**src/rtl/render_pkg.sv**
```systemverilog
// Shared types and defaults for the object renderer.
//   obj_t        one object-table slot {en, kind, x, y, w, h, rgb}
//   KIND_CIRCLE  x,y = centre, w = radius
//   KIND_RECT    x,y = top-left corner, w,h = extent (inclusive)
package render_pkg;

    localparam int unsigned OBJ_COORD_W = 10;

    localparam logic KIND_CIRCLE = 1'b0;
    localparam logic KIND_RECT   = 1'b1;

    localparam int unsigned H_OFF_DEF  = 144;
    localparam int unsigned V_OFF_DEF  = 35;
    localparam logic [23:0] BG_RGB_DEF = 24'h003232;

    typedef struct packed {
        logic                   en;
        logic                   kind;
        logic [OBJ_COORD_W-1:0] x;
        logic [OBJ_COORD_W-1:0] y;
        logic [OBJ_COORD_W-1:0] w;
        logic [OBJ_COORD_W-1:0] h;
        logic [23:0]            rgb;
    } obj_t;

endpackage

```
**src/rtl/obj_hit_test.sv**
```systemverilog
// Two-stage hit test for one object slot.
//   Stage 1 registers the signed offsets dx/dy of the pixel from the object
//   origin (blanking offsets folded in) together with the slot geometry.
//   Stage 2 registers the hit bit (circle or inclusive rectangle test).
// Ports:
//   i_clk, i_rst           clock, synchronous active-high reset
//   i_pix_x, i_pix_y       raw VGA pixel coordinates
//   i_en, i_kind           slot enable, shape kind
//   i_obj_x, i_obj_y       object position (active-area coordinates)
//   i_w, i_h               radius or width / height
//   o_hit                  registered hit, two clocks after the pixel
module obj_hit_test
    import render_pkg::*;
#(
    parameter int unsigned COORD_W = OBJ_COORD_W,
    parameter int unsigned H_OFF   = H_OFF_DEF,
    parameter int unsigned V_OFF   = V_OFF_DEF
) (
    input  logic               i_clk,
    input  logic               i_rst,
    input  logic [COORD_W-1:0] i_pix_x,
    input  logic [COORD_W-1:0] i_pix_y,
    input  logic               i_en,
    input  logic               i_kind,
    input  logic [COORD_W-1:0] i_obj_x,
    input  logic [COORD_W-1:0] i_obj_y,
    input  logic [COORD_W-1:0] i_w,
    input  logic [COORD_W-1:0] i_h,
    output logic               o_hit
);

    localparam int unsigned DW   = COORD_W + 2;
    localparam int unsigned SQ_W = 2 * COORD_W + 4;

    localparam logic [DW-1:0] H_OFF_W = DW'(H_OFF);
    localparam logic [DW-1:0] V_OFF_W = DW'(V_OFF);

    // Stage 1: two extra bits hold every possible difference without wrap.
    logic [DW-1:0]      w_dx, w_dy;
    logic [DW-1:0]      r_dx, r_dy;
    logic               r_en, r_kind;
    logic [COORD_W-1:0] r_w, r_h;

    assign w_dx = {2'b00, i_pix_x} - ({2'b00, i_obj_x} + H_OFF_W);
    assign w_dy = {2'b00, i_pix_y} - ({2'b00, i_obj_y} + V_OFF_W);

    always_ff @(posedge i_clk) begin
        if (i_rst) begin
            r_dx   <= '0;
            r_dy   <= '0;
            r_en   <= 1'b0;
            r_kind <= 1'b0;
            r_w    <= '0;
            r_h    <= '0;
        end else begin
            r_dx   <= w_dx;
            r_dy   <= w_dy;
            r_en   <= i_en;
            r_kind <= i_kind;
            r_w    <= i_w;
            r_h    <= i_h;
        end
    end

    // Stage 2: squares at full width so a radius above 2^(COORD_W/2) still works.
    logic signed [SQ_W-1:0] w_dx_s, w_dy_s, w_dx_sq, w_dy_sq;
    logic [SQ_W-1:0]        w_dist, w_r_ext, w_r_sq;
    logic                   w_circ, w_rect;

    assign w_dx_s  = {{(SQ_W-DW){r_dx[DW-1]}}, r_dx};
    assign w_dy_s  = {{(SQ_W-DW){r_dy[DW-1]}}, r_dy};
    assign w_dx_sq = w_dx_s * w_dx_s;
    assign w_dy_sq = w_dy_s * w_dy_s;
    assign w_dist  = $unsigned(w_dx_sq) + $unsigned(w_dy_sq);
    assign w_r_ext = {{(SQ_W-COORD_W){1'b0}}, r_w};
    assign w_r_sq  = w_r_ext * w_r_ext;
    assign w_circ  = (w_dist < w_r_sq);

    assign w_rect = ~r_dx[DW-1] & ~r_dy[DW-1] &
                    (r_dx <= {2'b00, r_w}) & (r_dy <= {2'b00, r_h});

    always_ff @(posedge i_clk) begin
        if (i_rst) begin
            o_hit <= 1'b0;
        end else begin
            o_hit <= r_en & ((r_kind == KIND_RECT) ? w_rect : w_circ);
        end
    end

endmodule

```
**src/rtl/object_renderer.sv**
```systemverilog
// Per-pixel renderer for N_OBJ circles/rectangles with fixed 3-clock latency.
// Ports:
//   CLOCK_50, reset               clock, synchronous active-high reset
//   ativo, perdeu                 game state, delayed alongside the pixel
//   frame_start                   commits shadow table, publishes collisions
//   pix_valid, VGA_X, VGA_Y       raw pixel stream from VGA timing
//   obj_we, obj_addr, obj_*       shadow-table slot write
//   VGA_R/G/B, pix_valid_o        pixel colour, aligned with pix_valid_o
//   coll_vec, coll_stb            object-0 overlap vector of previous frame
module object_renderer
    import render_pkg::*;
#(
    parameter int unsigned N_OBJ   = 4,
    parameter int unsigned COORD_W = OBJ_COORD_W,  // must match obj_t field width
    parameter int unsigned H_OFF   = H_OFF_DEF,
    parameter int unsigned V_OFF   = V_OFF_DEF,
    parameter logic [23:0] BG_RGB  = BG_RGB_DEF,
    parameter int unsigned PIPE    = 3
) (
    input  logic                     CLOCK_50,
    input  logic                     reset,
    input  logic                     ativo,
    input  logic                     perdeu,
    input  logic                     frame_start,
    input  logic                     pix_valid,
    input  logic [COORD_W-1:0]       VGA_X,
    input  logic [COORD_W-1:0]       VGA_Y,
    input  logic                     obj_we,
    input  logic [$clog2(N_OBJ)-1:0] obj_addr,
    input  logic                     obj_en,
    input  logic                     obj_kind,
    input  logic [COORD_W-1:0]       obj_x,
    input  logic [COORD_W-1:0]       obj_y,
    input  logic [COORD_W-1:0]       obj_w,
    input  logic [COORD_W-1:0]       obj_h,
    input  logic [23:0]              obj_rgb,
    output logic [7:0]               VGA_R,
    output logic [7:0]               VGA_G,
    output logic [7:0]               VGA_B,
    output logic                     pix_valid_o,
    output logic [N_OBJ-1:0]         coll_vec,
    output logic                     coll_stb
);

    // Object table, double buffered.
    obj_t r_shadow [N_OBJ];
    obj_t r_active [N_OBJ];
    obj_t w_wr_obj;
    logic w_addr_ok;

    assign w_wr_obj  = '{en: obj_en, kind: obj_kind, x: obj_x, y: obj_y,
                         w: obj_w, h: obj_h, rgb: obj_rgb};
    assign w_addr_ok = (32'(obj_addr) < N_OBJ);

    // Active takes the pre-write shadow, so a write on the frame_start
    // cycle waits for the following frame.
    always_ff @(posedge CLOCK_50) begin
        if (reset) begin
            for (int i = 0; i < N_OBJ; i++) begin
                r_shadow[i] <= '0;
                r_active[i] <= '0;
            end
        end else begin
            if (frame_start) begin
                r_active <= r_shadow;
            end
            if (obj_we && w_addr_ok) begin
                r_shadow[obj_addr] <= w_wr_obj;
            end
        end
    end

    // Stages 1-2 per slot.
    logic [N_OBJ-1:0] w_hit;

    for (genvar gi = 0; gi < N_OBJ; gi++) begin : g_obj
        obj_hit_test #(
            .COORD_W (COORD_W),
            .H_OFF   (H_OFF),
            .V_OFF   (V_OFF)
        ) u_hit (
            .i_clk   (CLOCK_50),
            .i_rst   (reset),
            .i_pix_x (VGA_X),
            .i_pix_y (VGA_Y),
            .i_en    (r_active[gi].en),
            .i_kind  (r_active[gi].kind),
            .i_obj_x (r_active[gi].x),
            .i_obj_y (r_active[gi].y),
            .i_w     (r_active[gi].w),
            .i_h     (r_active[gi].h),
            .o_hit   (w_hit[gi])
        );
    end

    // Side-band signals travel with the pixel; index PIPE-2 lines up with w_hit.
    logic [PIPE-1:0] r_vld;
    logic [PIPE-2:0] r_ativo, r_perdeu;

    always_ff @(posedge CLOCK_50) begin
        if (reset) begin
            r_vld    <= '0;
            r_ativo  <= '0;
            r_perdeu <= '0;
        end else begin
            r_vld    <= {r_vld[PIPE-2:0], pix_valid};
            r_ativo  <= {r_ativo[PIPE-3:0], ativo};
            r_perdeu <= {r_perdeu[PIPE-3:0], perdeu};
        end
    end

    // Stage 3: lowest index wins, so scan from the top down.
    logic [23:0] w_win_rgb;
    logic        w_live;
    logic [23:0] w_rgb_d;
    logic [23:0] r_rgb;

    always_comb begin
        w_win_rgb = BG_RGB;
        for (int i = N_OBJ - 1; i >= 0; i--) begin
            if (w_hit[i]) begin
                w_win_rgb = r_active[i].rgb;
            end
        end
    end

    assign w_live  = r_vld[PIPE-2] & r_ativo[PIPE-2] & ~r_perdeu[PIPE-2];
    assign w_rgb_d = w_live ? w_win_rgb : 24'h000000;

    always_ff @(posedge CLOCK_50) begin
        if (reset) begin
            r_rgb <= '0;
        end else begin
            r_rgb <= w_rgb_d;
        end
    end

    assign VGA_R       = r_rgb[23:16];
    assign VGA_G       = r_rgb[15:8];
    assign VGA_B       = r_rgb[7:0];
    assign pix_valid_o = r_vld[PIPE-1];

    // Collisions: a hit landing on the frame_start edge seeds the new frame.
    logic [N_OBJ-1:0] w_coll_hits;
    logic [N_OBJ-1:0] r_sticky, r_coll_vec;
    logic             r_coll_stb;

    assign w_coll_hits = (w_live & w_hit[0]) ? {w_hit[N_OBJ-1:1], 1'b0} : '0;

    always_ff @(posedge CLOCK_50) begin
        if (reset) begin
            r_sticky   <= '0;
            r_coll_vec <= '0;
            r_coll_stb <= 1'b0;
        end else begin
            r_coll_stb <= frame_start;
            if (frame_start) begin
                r_coll_vec <= r_sticky;
                r_sticky   <= w_coll_hits;
            end else begin
                r_sticky   <= r_sticky | w_coll_hits;
            end
        end
    end

    assign coll_vec = r_coll_vec;
    assign coll_stb = r_coll_stb;

endmodule

```
**config.mk**
```make
export PLATFORM = sky130hd
export DESIGN_NAME = object_renderer
export DESIGN_NICKNAME = d
export VERILOG_FILES = /design/src/rtl/render_pkg.sv /design/src/rtl/obj_hit_test.sv /design/src/rtl/object_renderer.sv
export SDC_FILE = /design/constraint.sdc
export NUM_CORES = 2
export LEC_CHECK = 0
export CAP_MARGIN = 20
export CORE_MARGIN = 5
export CORE_UTILIZATION = 63
export DETAILED_ROUTE_END_ITERATION = 8
export PLACE_DENSITY = 0.87
export SLEW_MARGIN = 10
export SYNTH_ARGS = -nofsm -noshare
export SYNTH_HDL_FRONTEND = slang
export SYNTH_HIERARCHICAL = 1
export SYNTH_SLANG_ARGS = --single-unit
```
**constraint.sdc**
```tcl
create_clock -name CLOCK_50 -period 15.8 [get_ports CLOCK_50]
set_input_delay 3.16 -clock CLOCK_50 [delete_from_list [all_inputs] [get_ports CLOCK_50]]
set_output_delay 3.16 -clock CLOCK_50 [all_outputs]
set_load 0.005 [all_outputs]
```
# Yosys cells after proc, flatten, opt, wreduce, memory -nomap -nowiden
# Index checks and enable logic that the tools add are counted.
# W data, S select, Z words.
# classes
n_bitwise	31
add_sub_neg	20
n_mux	13
n_mul	12
n_lt_le_gt_ge	14
reduce_logical	2
# ops
op	count
$bwmux W264	1
$mul A12 B12 Y24	8
$demux W66 S2	1
$add A24 B24 Y24	4
$le A12 B10 Y1	8
$lt A24 B24 Y1	4
$mux W24	4
$sub A10 B12 Y12	8
$mul A10 B10 Y20	4
$mux W66	1
$add A10 B6 Y11 const B	4
$add A10 B8 Y11 const B	4
$and A1 B1 Y1	19
$not A1 Y1	10
$mux W4	2
$mux W1	4
$or A4 B4 Y4	1
$ge A3 B3 Y1 const B	1
$lt A3 B1 Y1 const B	1
$not A2 Y3	1
$reduce_or A2 Y1	1
$logic_and A1 B1 Y1	1
# word_totals
output_inout_bits	30
input_bits	95
register_bits	756

# Logic depth before layout (Yosys ltp)
# depth
depth_word	6
mapped_depth	35
ltp_nobuf	34

# Modules after synthesis
# The synthesis kept the hierarchy.
# by_module_without_submodules
module	area_per_inst_um2	instances	cells_per_inst
object_renderer	19990.4	1	2177
obj_hit_test (g_obj[3].u_hit)	15796.4	1	1725
obj_hit_test (g_obj[2].u_hit)	15753.9	1	1725
obj_hit_test (g_obj[0].u_hit)	15740.1	1	1717
obj_hit_test (g_obj[1].u_hit)	15727.6	1	1717

# Worst setup path before layout
# OpenSTA, ideal clock, no wires.
# synth_timing
kind	register -> register
start	register g_obj[2].u_hit.r_dy[4]
end	register g_obj[2].u_hit.o_hit
t_arrival_ps	7648
stages_incl_launch_ff	32
setup_ps	69
path_slack_ps	8083
path_cell_list	dfxtp_1 -> clkbuf_1 -> inv_1 -> nor2_1 -> inv_1 -> fa_1 -> inv_1 -> fa_1 -> inv_1 -> fa_1 -> inv_1 -> fa_1 -> fa_1 -> fa_1 -> inv_1 -> fa_1 -> inv_1 -> ha_1 -> a21o_1 -> a211oi_1 -> nand2_1 -> a21oi_1 -> o31ai_1 -> a211oi_1 -> nor3_1 -> ha_1 -> a211oi_1 -> nand2_1 -> nor4_1 -> o311ai_0 -> or4_1 -> o21ai_1
# synth_between
elab_chain_cells	5
# synth_rtl
element	line	rtl
start, declared	obj_hit_test.sv:40	logic [DW-1:0] r_dx, r_dy;
start signal, assigned	obj_hit_test.sv:57	r_dy <= w_dy;
$mul A12 B12 Y24	obj_hit_test.sv:73	assign w_dy_sq = w_dy_s * w_dy_s;
$add A24 B24 Y24	obj_hit_test.sv:74	assign w_dist = $unsigned(w_dx_sq) + $unsigned(w_dy_sq);
$lt A24 B24 Y1	obj_hit_test.sv:77	assign w_circ = (w_dist < w_r_sq);
$mux W1 (*)	obj_hit_test.sv:86	o_hit <= r_en & ((r_kind == KIND_RECT) ? w_rect : w_circ);
$and A1 B1 Y1 (*)	obj_hit_test.sv:86	
end signal, assigned	obj_hit_test.sv:86	
end, declared	obj_hit_test.sv:29	output logic o_hit
# Mark *: on every way between the ends. The rest lies on a longest branch, timed or not.
# A chain may end at the register's enable or synchronous reset.

# Final worst setup path
# layout_timing
start	register g_obj[2].u_hit.r_dy[11]
end	register g_obj[2].u_hit.o_hit
# layout_between
elab_chain_cells	6
# layout_rtl
element	line
parallel branches: the longest is 4 deep, another holds $mul A12 B12 Y24	-
$mux W1 (*)	obj_hit_test.sv:86
$and A1 B1 Y1 (*)	obj_hit_test.sv:86
# Mark *: on every way between the ends.

==> run summary <==
Post-CTS setup buffers -> 0
Area share of the largest cell type after synthesis -> 31.7%
Chip width -> 373 um
CTS Hold Bufs -> 0
Status -> finished, final reports clean
DR pass1 iterations -> 6
CP max stage delay -> 0.89 ns
Root Driver -> clkbuf_16
CTS sink count -> 754
Count of cell types in the netlist -> 101
Worst hold path class -> register to register
Final Cycle Share -> 56.1%
CTS resizes -> 0
Per-cell routed wire length -> 19.0 um
Minimum clock period -> 8.86 ns
Critical path start-end classification -> register to register
Gr usage total -> 29.9%
Endpoints failing setup -> 0
DRC viols -> 0
Most common cell in the synthesized netlist -> inv_1
Detail Route Antenna Nets -> 0
Async SR Flop Fraction -> 0%
Max_slew headroom -> 15.9%
Synth warn -> 6
Initial Utilization -> 63.3%
CP endpoint kind -> register
Worst R2R Start -> g_obj[2].u_hit/r_dy[11]
Main synth FF type -> dfxtp_1
Worst skew pair latency -> 0.66 ns
Crit-path max FO -> 24
Number of synthesized register bits -> 754
CP top delay family -> adder cells
Synth-to-layout area growth -> 5.97%
Worst Setup SP -> g_obj[2].u_hit/r_dy[11]
Core Util, Final -> 67.1%
Setup TNS -> 0 ns
Internal power -> 7.39 mW
CTS tree -> yes
Slew of the pin with the lowest slew margin -> 1.26 ns
GRT overflow -> 0
Total power -> 14.2 mW
First-pass GRT wire length -> 339000 um
DR iter-0 viols -> 4753
MaxCap Viol Count -> 0
CTS max path bufs -> 3
WP buf/inv -> 3
Net Sw Power -> 6.78 mW
# nets final -> 11300
Num CTS Buffers -> 75
Syn Area/Cell -> 9.16 um^2
RSZ-0062 raised after global routing -> false
Post-DP HPWL -> 162000 um
Cell Count, Final, Fillers Out -> 10800
Die ar. -> 139000 um^2
Flop pwr share -> 14.9%
Syn Nets -> 11300
Post-Route WL -> 206000 um
CP required -> 16.40 ns
Clock group share of total power -> 13.1%
Slowest stage cell, crit path -> fa_1
Startpoint types -> register
PwrDens -> 161 nW/um^2
Sw Ratio -> 47.8%
Crit path capture -> g_obj[2].u_hit/o_hit
Vias in the first global route -> 66400
Post-Synthesis Cells -> 9061
Gpl congestion -> 0.936
Pleak -> 44.0 nW
Layout cells sized above 1 -> 2.50%
EDFF count, synth -> 0
Final hold violation count -> 0
Max IR drop VDD -> 236 uV
Seq/Total Area, Yosys -> 18.2%
Synth top area cells -> fa_1, dfxtp_1, ha_1
Num rows -> 133
Flop-to-flop setup slack -> 6.94 ns
Fin. max-slew vios -> 0
Reg clk slew, reported paths -> 0.06 ns
CTS H-Tree Depth -> 3
Hold path depth -> 1
Netlist Area Pre-Place -> 83000 um^2
Worst Path Arrival -> 9.46 ns
FMAX -> 0.113 GHz
Critical R2R Capture -> g_obj[2].u_hit/o_hit
Top post-synthesis cells by count -> inv_1, fa_1, nand2_1, ha_1, dfxtp_1
Ports -> 125
Placed Cells -> 10700
FF-to-FF path depth -> 25
Vias per cell -> 5.63
DR vias -> 60900
Critical Path Most Common Cell -> fa_1
Core ar. -> 131000 um^2
Worst clock skew -> 0.0301 ns
Largest net degree at the start of global routing -> 215
Port bufs -> 123
Die H -> 373 um
Levels on crit path -> 25
Initial antenna violation count -> 39
Comb power frac -> 72.1%
Cell taking the most area after synthesis -> fa_1
metal layers:
layer,vias to the layer above,wire [um],global-route usage (%),share of wire (%)
li1,27600,-,-,-
met1,30200,78500,37.4,38
met2,2478,97800,49.7,47
met3,662,19300,7.02,9.4
met4,22,10200,13.4,5.0
met5,-,138,0,0.067
worst min path at each step:
stage / slack (ns) / endpoint / start
CTS: 0.43 / r_vld[1] / r_vld[0]
global route: 0.46 / r_vld[1] / r_vld[0]
global placement: 0.43 / r_vld[1] / r_vld[0]
finish: 0.44 / r_vld[1] / r_vld[0]
floorplan: 0.41 / r_ativo[1] / r_ativo[0]
detailed placement: 0.42 / r_vld[1] / r_vld[0]
sequential cells by signal (all words and copies together) (netlist names):
name	flops
g_obj.u_hit/r_dy	48
g_obj.u_hit/r_en	4
r_active	264
r_sticky	3
r_perdeu	2
r_shadow	264
g_obj.u_hit/r_kind	4
coll_vec	3
g_obj.u_hit/r_h	40
g_obj.u_hit/o_hit	4
r_rgb	24
r_ativo	2
g_obj.u_hit/r_dx	48
r_vld	3
g_obj.u_hit/r_w	40
coll_stb	1
cell usage in the layout, fill, tap and decap left out, drive strengths merged, types with 216 or more instances in the layout:
cell type  count
nand2        998
ha           852
xnor2        247
inv         1971
dfxtp        754
nor2         631
and2         216
mux2i        277
a21oi        457
fa          1316
cells by family (layout without fill, tap and decap cells):
group	Yosys count	in the layout	share of synthesized area, %
AO/OA/AOI/OAI	934	934	7.13
AND/OR/NAND/NOR	2315	2315	12.6
buffers and inverters	2259	2247	10.4
flip-flops	754	754	18.2
other	1	23	0.00452
adder cells (fa/ha/maj)	2168	2168	44.6
XOR/XNOR	347	347	3.66
multiplexers	283	283	3.42
through the flow:
step / hold WS [ns] / cell area, um^2 / setup WS (ns)
floorplan: 0.414 / 83000 / 8.08
global placement: 0.425 / 85400 / 7.22
detailed placement: 0.420 / 85400 / 7.04
CTS: 0.435 / 87900 / 7.00
global route: 0.460 / 87900 / 6.53
finish: 0.437 / 88000 / 6.94
power by group through the flow:
stage | combinational [mW] | clock (mW) | sequential [mW]
2_1_floorplan | 7.70 | 0 | 2.04
3_3_place_gp | 9.61 | 0 | 2.14
3_5_place_dp | 10.1 | 0 | 2.14
4_1_cts | 10.2 | 1.86 | 2.10
5_1_grt | 11.6 | 1.95 | 2.11
6_report | 10.2 | 1.85 | 2.11
layout make-up:
cell class	count	area [um^2]
Antenna cell	22	55.1
Clock buffer	98	2050
Clock inverter	35	497
Fill cell	9645	43200
Inverter	1970	7390
Multi-Input combinational cell	6048	59300
Sequential cell	754	15100
Tap cell	1755	2200
Timing Repair Buffer	144	1410
No activity file was read; power rests on OpenSTA's default activity.
